## src/rtl/bitscan_encoder_if.sv

```systemverilog
// Request-vector in / index-stream out handshake bundle.
// master drives vectors and consumes indices; slave is the encoder.
interface bitscan_encoder_if #(
  parameter int N = 16,
  parameter int W = 4
);
  logic         in_valid;
  logic         in_ready;
  logic [N-1:0] in_vec;
  logic         out_valid;
  logic         out_ready;
  logic [W-1:0] out_idx;
  logic         out_last;
  logic         out_none;

  modport master (
    output in_valid, in_vec, out_ready,
    input  in_ready, out_valid, out_idx,
    input  out_last, out_none
  );

  modport slave (
    input  in_valid, in_vec, out_ready,
    output in_ready, out_valid, out_idx,
    output out_last, out_none
  );
endinterface

```

## src/rtl/bitscan_encoder.sv

```systemverilog
// Serialises an N-bit request vector into one index per set bit.
// BITSCAN_MSB_FIRST_EN selects highest-first scan order.
module bitscan_encoder #(
  parameter int N = 16,
  parameter int W = 4
) (
  input logic             clk,
  input logic             reset,
  bitscan_encoder_if.slave bus
);

  if (N < 2 || N > 256 || W != $clog2(N)) begin : g_bad_cfg
    $error("bitscan_encoder: need 2<=N<=256 and W==clog2(N)");
  end

  typedef enum logic {
    IDLE,
    EMIT
  } state_e;

  state_e       state_q;
  logic [N-1:0] pending_q;
  logic [N-1:0] pending_d;
  logic         in_ready_q;
  logic         out_valid_q;
  logic [W-1:0] out_idx_q;
  logic         out_last_q;
  logic         out_none_q;

  logic [W-1:0] scan_idx;
  logic         scan_last;
  logic         scan_none;

  // The vector the next output is derived from: a fresh one in IDLE,
  // otherwise the pending set minus the bit being transferred.
  always_comb begin
    if (state_q == IDLE) begin
      pending_d = bus.in_vec;
    end else begin
      pending_d = pending_q & ~(N'(1) << out_idx_q);
    end
  end

  always_comb begin
    scan_idx = '0;
`ifdef BITSCAN_MSB_FIRST_EN
    for (int i = 0; i < N; i++) begin
      if (pending_d[i]) scan_idx = W'(i);
    end
`else
    for (int i = N - 1; i >= 0; i--) begin
      if (pending_d[i]) scan_idx = W'(i);
    end
`endif
  end

  // Zero or a single set bit both clear under v & (v-1).
  assign scan_last = (pending_d & (pending_d - N'(1))) == '0;
  assign scan_none = pending_d == '0;

  always_ff @(posedge clk or posedge reset) begin
    if (reset) begin
      state_q     <= IDLE;
      pending_q   <= '0;
      in_ready_q  <= 1'b1;
      out_valid_q <= 1'b0;
      out_idx_q   <= '0;
      out_last_q  <= 1'b0;
      out_none_q  <= 1'b0;
    end else begin
      unique case (state_q)
        IDLE: begin
          if (bus.in_valid) begin
            state_q     <= EMIT;
            pending_q   <= pending_d;
            in_ready_q  <= 1'b0;
            out_valid_q <= 1'b1;
            out_idx_q   <= scan_idx;
            out_last_q  <= scan_last;
            out_none_q  <= scan_none;
          end
        end
        EMIT: begin
          if (bus.out_ready) begin
            if (out_last_q) begin
              state_q     <= IDLE;
              pending_q   <= '0;
              in_ready_q  <= 1'b1;
              out_valid_q <= 1'b0;
              out_idx_q   <= '0;
              out_last_q  <= 1'b0;
              out_none_q  <= 1'b0;
            end else begin
              pending_q  <= pending_d;
              out_idx_q  <= scan_idx;
              out_last_q <= scan_last;
            end
          end
        end
        default: state_q <= IDLE;
      endcase
    end
  end

  assign bus.in_ready  = in_ready_q;
  assign bus.out_valid = out_valid_q;
  assign bus.out_idx   = out_idx_q;
  assign bus.out_last  = out_last_q;
  assign bus.out_none  = out_none_q;

endmodule

```

## src/flat_wrapper.sv

```systemverilog
// flat-port wrapper written by rule: the top's interface ports become plain ports
module bitscan_encoder_flat 
#(
  parameter int N = 16,
  parameter int W = 4
)
  (clk, reset, bus_in_valid, bus_in_vec, bus_out_ready, bus_in_ready, bus_out_valid, bus_out_idx, bus_out_last, bus_out_none);
  bitscan_encoder_if #(.N(N), .W(W)) bus_i ();
  input logic clk;
  input logic reset;
  input wire logic [$bits(bus_i.in_valid)-1:0] bus_in_valid;
  input wire logic [$bits(bus_i.in_vec)-1:0] bus_in_vec;
  input wire logic [$bits(bus_i.out_ready)-1:0] bus_out_ready;
  output wire logic [$bits(bus_i.in_ready)-1:0] bus_in_ready;
  output wire logic [$bits(bus_i.out_valid)-1:0] bus_out_valid;
  output wire logic [$bits(bus_i.out_idx)-1:0] bus_out_idx;
  output wire logic [$bits(bus_i.out_last)-1:0] bus_out_last;
  output wire logic [$bits(bus_i.out_none)-1:0] bus_out_none;
  assign bus_i.in_valid = bus_in_valid;
  assign bus_i.in_vec = bus_in_vec;
  assign bus_i.out_ready = bus_out_ready;
  assign bus_in_ready = bus_i.in_ready;
  assign bus_out_valid = bus_i.out_valid;
  assign bus_out_idx = bus_i.out_idx;
  assign bus_out_last = bus_i.out_last;
  assign bus_out_none = bus_i.out_none;
  bitscan_encoder #(.N(N), .W(W)) u_core (.clk(clk), .reset(reset), .bus(bus_i));
endmodule
```

## config.mk

```make
export PLATFORM = sky130hd
export DESIGN_NAME = bitscan_encoder_flat
export DESIGN_NICKNAME = d
export VERILOG_FILES = /design/src/rtl/bitscan_encoder_if.sv /design/src/rtl/bitscan_encoder.sv /design/src/flat_wrapper.sv
export SDC_FILE = /design/constraint.sdc
export NUM_CORES = 1
export LEC_CHECK = 0
export ABC_CLOCK_PERIOD_IN_PS = 2900
export BUFFER_PORTS_ARGS = -buffer_cell sky130_fd_sc_hd__buf_2
export CORE_MARGIN = 1
export CORE_UTILIZATION = 57
export CTS_CLUSTER_DIAMETER = 40
export CTS_CLUSTER_SIZE = 30
export DETAILED_ROUTE_END_ITERATION = 12
export PLACE_DENSITY = 0.79
export SLEW_MARGIN = 30
export SYNTH_ARGS = -nofsm -noshare
export SYNTH_HDL_FRONTEND = slang
export SYNTH_SLANG_ARGS = --single-unit
```

## constraint.sdc

```tcl
create_clock -name clk -period 2.9 [get_ports clk]
set_input_delay 0.58 -clock clk [delete_from_list [all_inputs] [get_ports clk]]
set_output_delay 0.58 -clock clk [all_outputs]
set_load 0.02 [all_outputs]
```

After elaboration in Yosys (flattened, before gate mapping)
Index checks and enable logic that the tools add are counted.
Operators by class
  reduce and logical (&&, ||, !) cells: 4
  multiplexer cells: 43
  eq/ne operators: 3
  shifts and indexed selects: 1
  add/sub/neg operators: 1
  bitwise logic cells: 4
Operators with widths (count)
  two-way mux 4 bit: 19
  two-way mux 16 bit: 4
  AND 16 bit: 2
  zero test 16 bit: 2
  one-hot mux 16 bit (2 select lines): 1
  inverter 16 bit: 1
  << shifter 1 x 4 -> 16 bit (first input constant): 1
  subtractor 16 x 1 -> 16 bit (second input constant): 1
  two-way mux 1 bit: 13
  one-hot mux 1 bit (2 select lines): 5
  one-hot mux 4 bit (2 select lines): 1
  inequality test 2 bit (second input constant): 3
  AND reduction 3 bit: 1
  AND reduction 2 bit: 1
  inverter 1 bit: 1
Word-level totals
  output and inout bits: 8
  input port bits: 20
  register bits after elaboration: 25
  word-level logic and storage cells: 63

Longest topological paths before layout
  word-level depth: 23
  depth in mapped cells: 10
  mapped depth without buffers: 7

Worst setup path before layout
Ideal clock, no wire load.
  kind: register -> register
  from: register u_core.out_idx_q[0], in the netlist u_core.bus.out_idx[0]
  to: register u_core.out_last_q, in the netlist u_core.bus.out_last
  clock period less this slack: 2.272 ns
  path slack: 0.628 ns
  path buffers: 1
  arrival time: 2.206 ns
  required time: 2.834 ns
  cell stages (with the launch flop): 8
  library setup time: 0.066 ns
  path through: dfrtp_1 -> buf_6 -> o311a_1 -> nor4_4 -> a21oi_1 -> or3_1 -> nor4_1 -> a22o_1
On the way
  cells in the longest elaborated chain, start to end: 10
RTL lines
  from (decl): line bitscan_encoder.sv:26  | logic [W-1:0] out_idx_q;
  from (signal assigned): line bitscan_encoder.sv:78  | out_idx_q <= scan_idx;
  from (signal assigned): line bitscan_encoder.sv:95  | out_idx_q <= scan_idx;
  << shifter 1 x 4 -> 16 bit *: line bitscan_encoder.sv:40  | pending_d = pending_q & ~(N'(1) << out_idx_q);
  inverter 16 bit *: line bitscan_encoder.sv:40
  AND 16 bit *: line bitscan_encoder.sv:40
  two-way mux 16 bit *: line bitscan_encoder.sv:37  | if (state_q == IDLE) begin
  subtractor 16 x 1 -> 16 bit: line bitscan_encoder.sv:58  | assign scan_last = (pending_d & (pending_d - N'(1))) == '0;
  AND 16 bit *: line bitscan_encoder.sv:58
  zero test 16 bit *: line bitscan_encoder.sv:58
  two-way mux 1 bit: line bitscan_encoder.sv:85  | if (out_last_q) begin
  two-way mux 1 bit: line bitscan_encoder.sv:84  | if (bus.out_ready) begin
  one-hot mux 1 bit (2 select lines) *: line bitscan_encoder.sv:71  | unique case (state_q)
  to (signal assigned): line bitscan_encoder.sv:79  | out_last_q <= scan_last;
  to (signal assigned): line bitscan_encoder.sv:96  | out_last_q <= scan_last;
  to (decl): line bitscan_encoder.sv:27  | logic out_last_q;
Every way passes the cells marked *; elsewhere a longest branch is shown, timed or not. The select of a mux whose other input is x is not followed.
A chain may end at the register's enable or synchronous reset.

Worst setup path after layout
Same ends and word-level chain as after synthesis.

==> metrics.csv <==
stage,metric,value,unit
run_status,status,finished clean,
sta,min_period,2.69,ns
final_layout,fin_util,0.656,
placed_design,placed_area,0.00216,mm2
route,drc,0,
synthesis,syn-num-nets,266,
setup_path,cp.required,3.20,ns
synthesis,syn_avg_cell_area,8.06,um2
synthesis,post-synth-top-area-fraction,0.303,
synthesis,synth_area_leaders,"dfrtp_1 (30%), nand2_1 (7.8%), o21ai_0 (5.8%)",
route,drt_wl_total,5340,um
route,ant_nets,0,
grt,first_global_vias,1857,
setup_path,crit_path_cell_trace,nor4b_1 > o22ai_1 > nor4_4 > a32oi_1 > or3_1 > nor4_1 > a22o_1,
run,cap_viol_max_count,0,
placed_design,place_congestion,0.963,
final_layout,fin_nets,292,
clocking,clockBufferDepth,2,
setup_path,crit-reg2reg-capture,u_core.bus.out_last$_DFFE_PP0P_,
power,comb_power_share,0.513,
final_layout,antenna_cells,0,
setup_path,cp-end-kind,flip-flop,
synthesis,async_flop_share,1.00,
setup_path,r2r_slack,0.21,ns
final_layout,final_cell_area,0.00219,mm2
synthesis,synth_common_cells,"nand2_1 (41), dfrtp_1 (24), nor2_1 (23), o21ai_0 (23)",
clocking,cts_tree,built,
setup_path,worst_ep_arrival_time,2.99,ns
route,vias_per_cell,6.44,
setup_path,crit_path_max_incr_delay,0.76,ns
worst_hold_path,min_path_type,input port to asynchronous set/reset pin,
clocking,cts.sinks,25,
setup_path,path_max_fanout,19,
synthesis,yosys.area.top_type,dfrtp_1,
clocking,postCtsSetupRepairBufs,0,
grt,grt_pass1_wl,8630,um
clocking,cts_buffers,3,
floorplan,start_util,0.594,
floorplan,core-area,0.00334,mm2
sta,hold_viol,0,
placed_design,portBuffers,27,
setup_path,cp_slowest_cell,dfrtp_1,
synthesis,syn_area,0.00198,mm2
clocking,cts.htree.levels,1,
sta,finalSetupViolCount,0,
setup_path,start_kind,flip-flop,
clocking,cts_resized,0,
synthesis,yosysWarnings,0,
route,firstDrtPassIters,5,
sta,rsz0062_at_grt,no,
synthesis,synth.most_common_cell,nand2_1,
sta,maxSlewViolCount,0,
final_layout,final_cells,317,
floorplan,fp.dieH,61.0,um
sta,worst_slew_pin_slew,0.651,ns
route,post_drt_wl_per_cell,16.8,um
setup_path,crit_cells,7,
clocking,clk_pin_slew,0.15,ns
placed_design,dp.cells,313,
placed_design,dp_hpwl,3800,um
grt,grt_usage,0.319,
final_layout,syn2layout_area_growth,10.3,%
grt,grt-ovfl-total,0,
sta,fin_crit_sh,0.928,
power,p_per_area,707,mW/mm2
synthesis,synthFlopType,dfrtp_1,
grt,grt_max_degree,42,
floorplan,io_pins,28,
clocking,clkLatencyLatePin,0.34,ns
clocking,clockRootBuffer,clkbuf_4,
power,sequentialPowerShare,0.377,
synthesis,synth_edf_count,0,
setup_path,cp_num_buf_inv,0,
power,p_int,833,uW
sta,setup-tns-final,0,ns
power,p_sw,714,uW
floorplan,num_rows,21,
power,pwr-share-clk,0.110,
setup_path,crit_type,flip-flop to flip-flop,
setup_path,critPathCapture,u_core.bus.out_last$_DFFE_PP0P_,
setup_path,worstReg2RegStart,u_core.bus.out_idx[0]$_DFFE_PP0P_,
synthesis,yosysSeqAreaShare,0.316,
sta,max_slew_margin,0.565,
setup_path,crit_start,u_core.bus.out_idx[0]$_DFFE_PP0P_,
floorplan,fp.dieArea,0.00372,mm2
route,first_iter_violations,202,
setup_path,crit_family,simple AND/OR/NAND/NOR gates,
clocking,postCtsHoldBufs,0,
power,cellLeakagePower,0.924,nW
synthesis,syn_inst,246,
final_layout,drive_above_1_share,0.218,
grt,antenna_found_initial,0,
synthesis,yosys.cell_types.count,60,
power,switching_share,0.461,
synthesis,postSynthRegisterBits,25,
power,ir_drop,377,uV
route,vias,2041,
floorplan,die_x,61.0,um
sta,max_freq,372,MHz
sta,fin_skew,0.00222,ns
setup_path,reg2regPathDepth,7,
layout by cell type, fill, tap and decap left out, types with 3 or more instances in the layout:
cell / count
a32oi_1: 3
inv_2: 3
o21ai_0: 23
nor2_1: 23
a21oi_1: 9
o21a_1: 9
o211ai_1: 5
nor3_1: 3
clkbuf_4: 3
nand2b_1: 8
inv_1: 8
dfrtp_1: 24
or2_2: 4
nand3_1: 3
buf_4: 6
o311ai_0: 3
a211o_1: 3
nand2_1: 41
o2111ai_1: 3
nor2b_1: 4
a31oi_1: 6
o22ai_1: 5
buf_2: 27
power by group through the flow:
stage                     registers [mW]  logic, mW  clock network (mW)
final                              0.583      0.794               0.170
after global routing               0.600      0.874               0.187
after CTS                          0.579      0.786               0.174
after detailed placement           0.585      0.781                   0
after global placement             0.575      0.780                   0
after floorplan                    0.544      0.636                   0
logic make-up (layout without fill, tap and decap cells):
logic type	Yosys count	count (layout)	share of synthesized area
and+or+nand+nor	105	105	0.298
AOI/OAI and AO/OA	92	92	0.325
DFF	25	25	0.316
buffers and inverters	24	49	0.0612
metrics by stage:
stage / hold slack [ns] / total power [mW] / setup slack [ns]
floorplan: 0.439 / 1.18 / 0.628
CTS: 0.277 / 1.54 / 0.258
global placement: 0.446 / 1.35 / 0.281
global route: 0.302 / 1.66 / 0.0256
finish: 0.262 / 1.55 / 0.208
detailed placement: 0.448 / 1.37 / 0.314
sequential cells by signal, summed over array words and instances, names as in the netlist:
signal                flops
u_core.bus.out_none       1
u_core.pending_q         16
u_core.bus.out_idx        4
u_core.bus.in_ready       1
u_core.bus.out_last       1
u_core.bus.out_valid      1
u_core.state_q            1
final cells by class:
class,instances,area [um2]
multi-input combinational,197,1230
fill,306,1150
sequential,25,627
timing repair buffer,34,200
tap,46,57.6
inverter,11,41.3
clock buffer,3,22.5
clock inverter,1,5.00
worst min path at each step:
stage | endpoint | slack (ns) | cells after the start
after global routing | u_core.pending_q[11]$_DFFE_PP0P_ | 0.30 | 2
final | u_core.state_q$_DFF_PP0_ | 0.26 | 2
after detailed placement | u_core.bus.in_ready$_DFFE_PP1P_ | 0.45 | 2
after CTS | u_core.pending_q[0]$_DFFE_PP0P_ | 0.28 | 2
after floorplan | u_core.pending_q[0]$_DFFE_PP0P_ | 0.44 | 2
after global placement | u_core.bus.in_ready$_DFFE_PP1P_ | 0.45 | 2
per-layer routing:
| metal | global-route usage | share of wire | wire length (um) |
|---|---|---|---|
| met1 | 0.443 | 0.44 | 2340 |
| met2 | 0.499 | 0.46 | 2470 |
| met3 | 0.0448 | 0.077 | 413 |
| met4 | 0.133 | 0.022 | 115 |
| met5 | 0 | 0 | 0 |
Power figures use the tool's default switching activity.
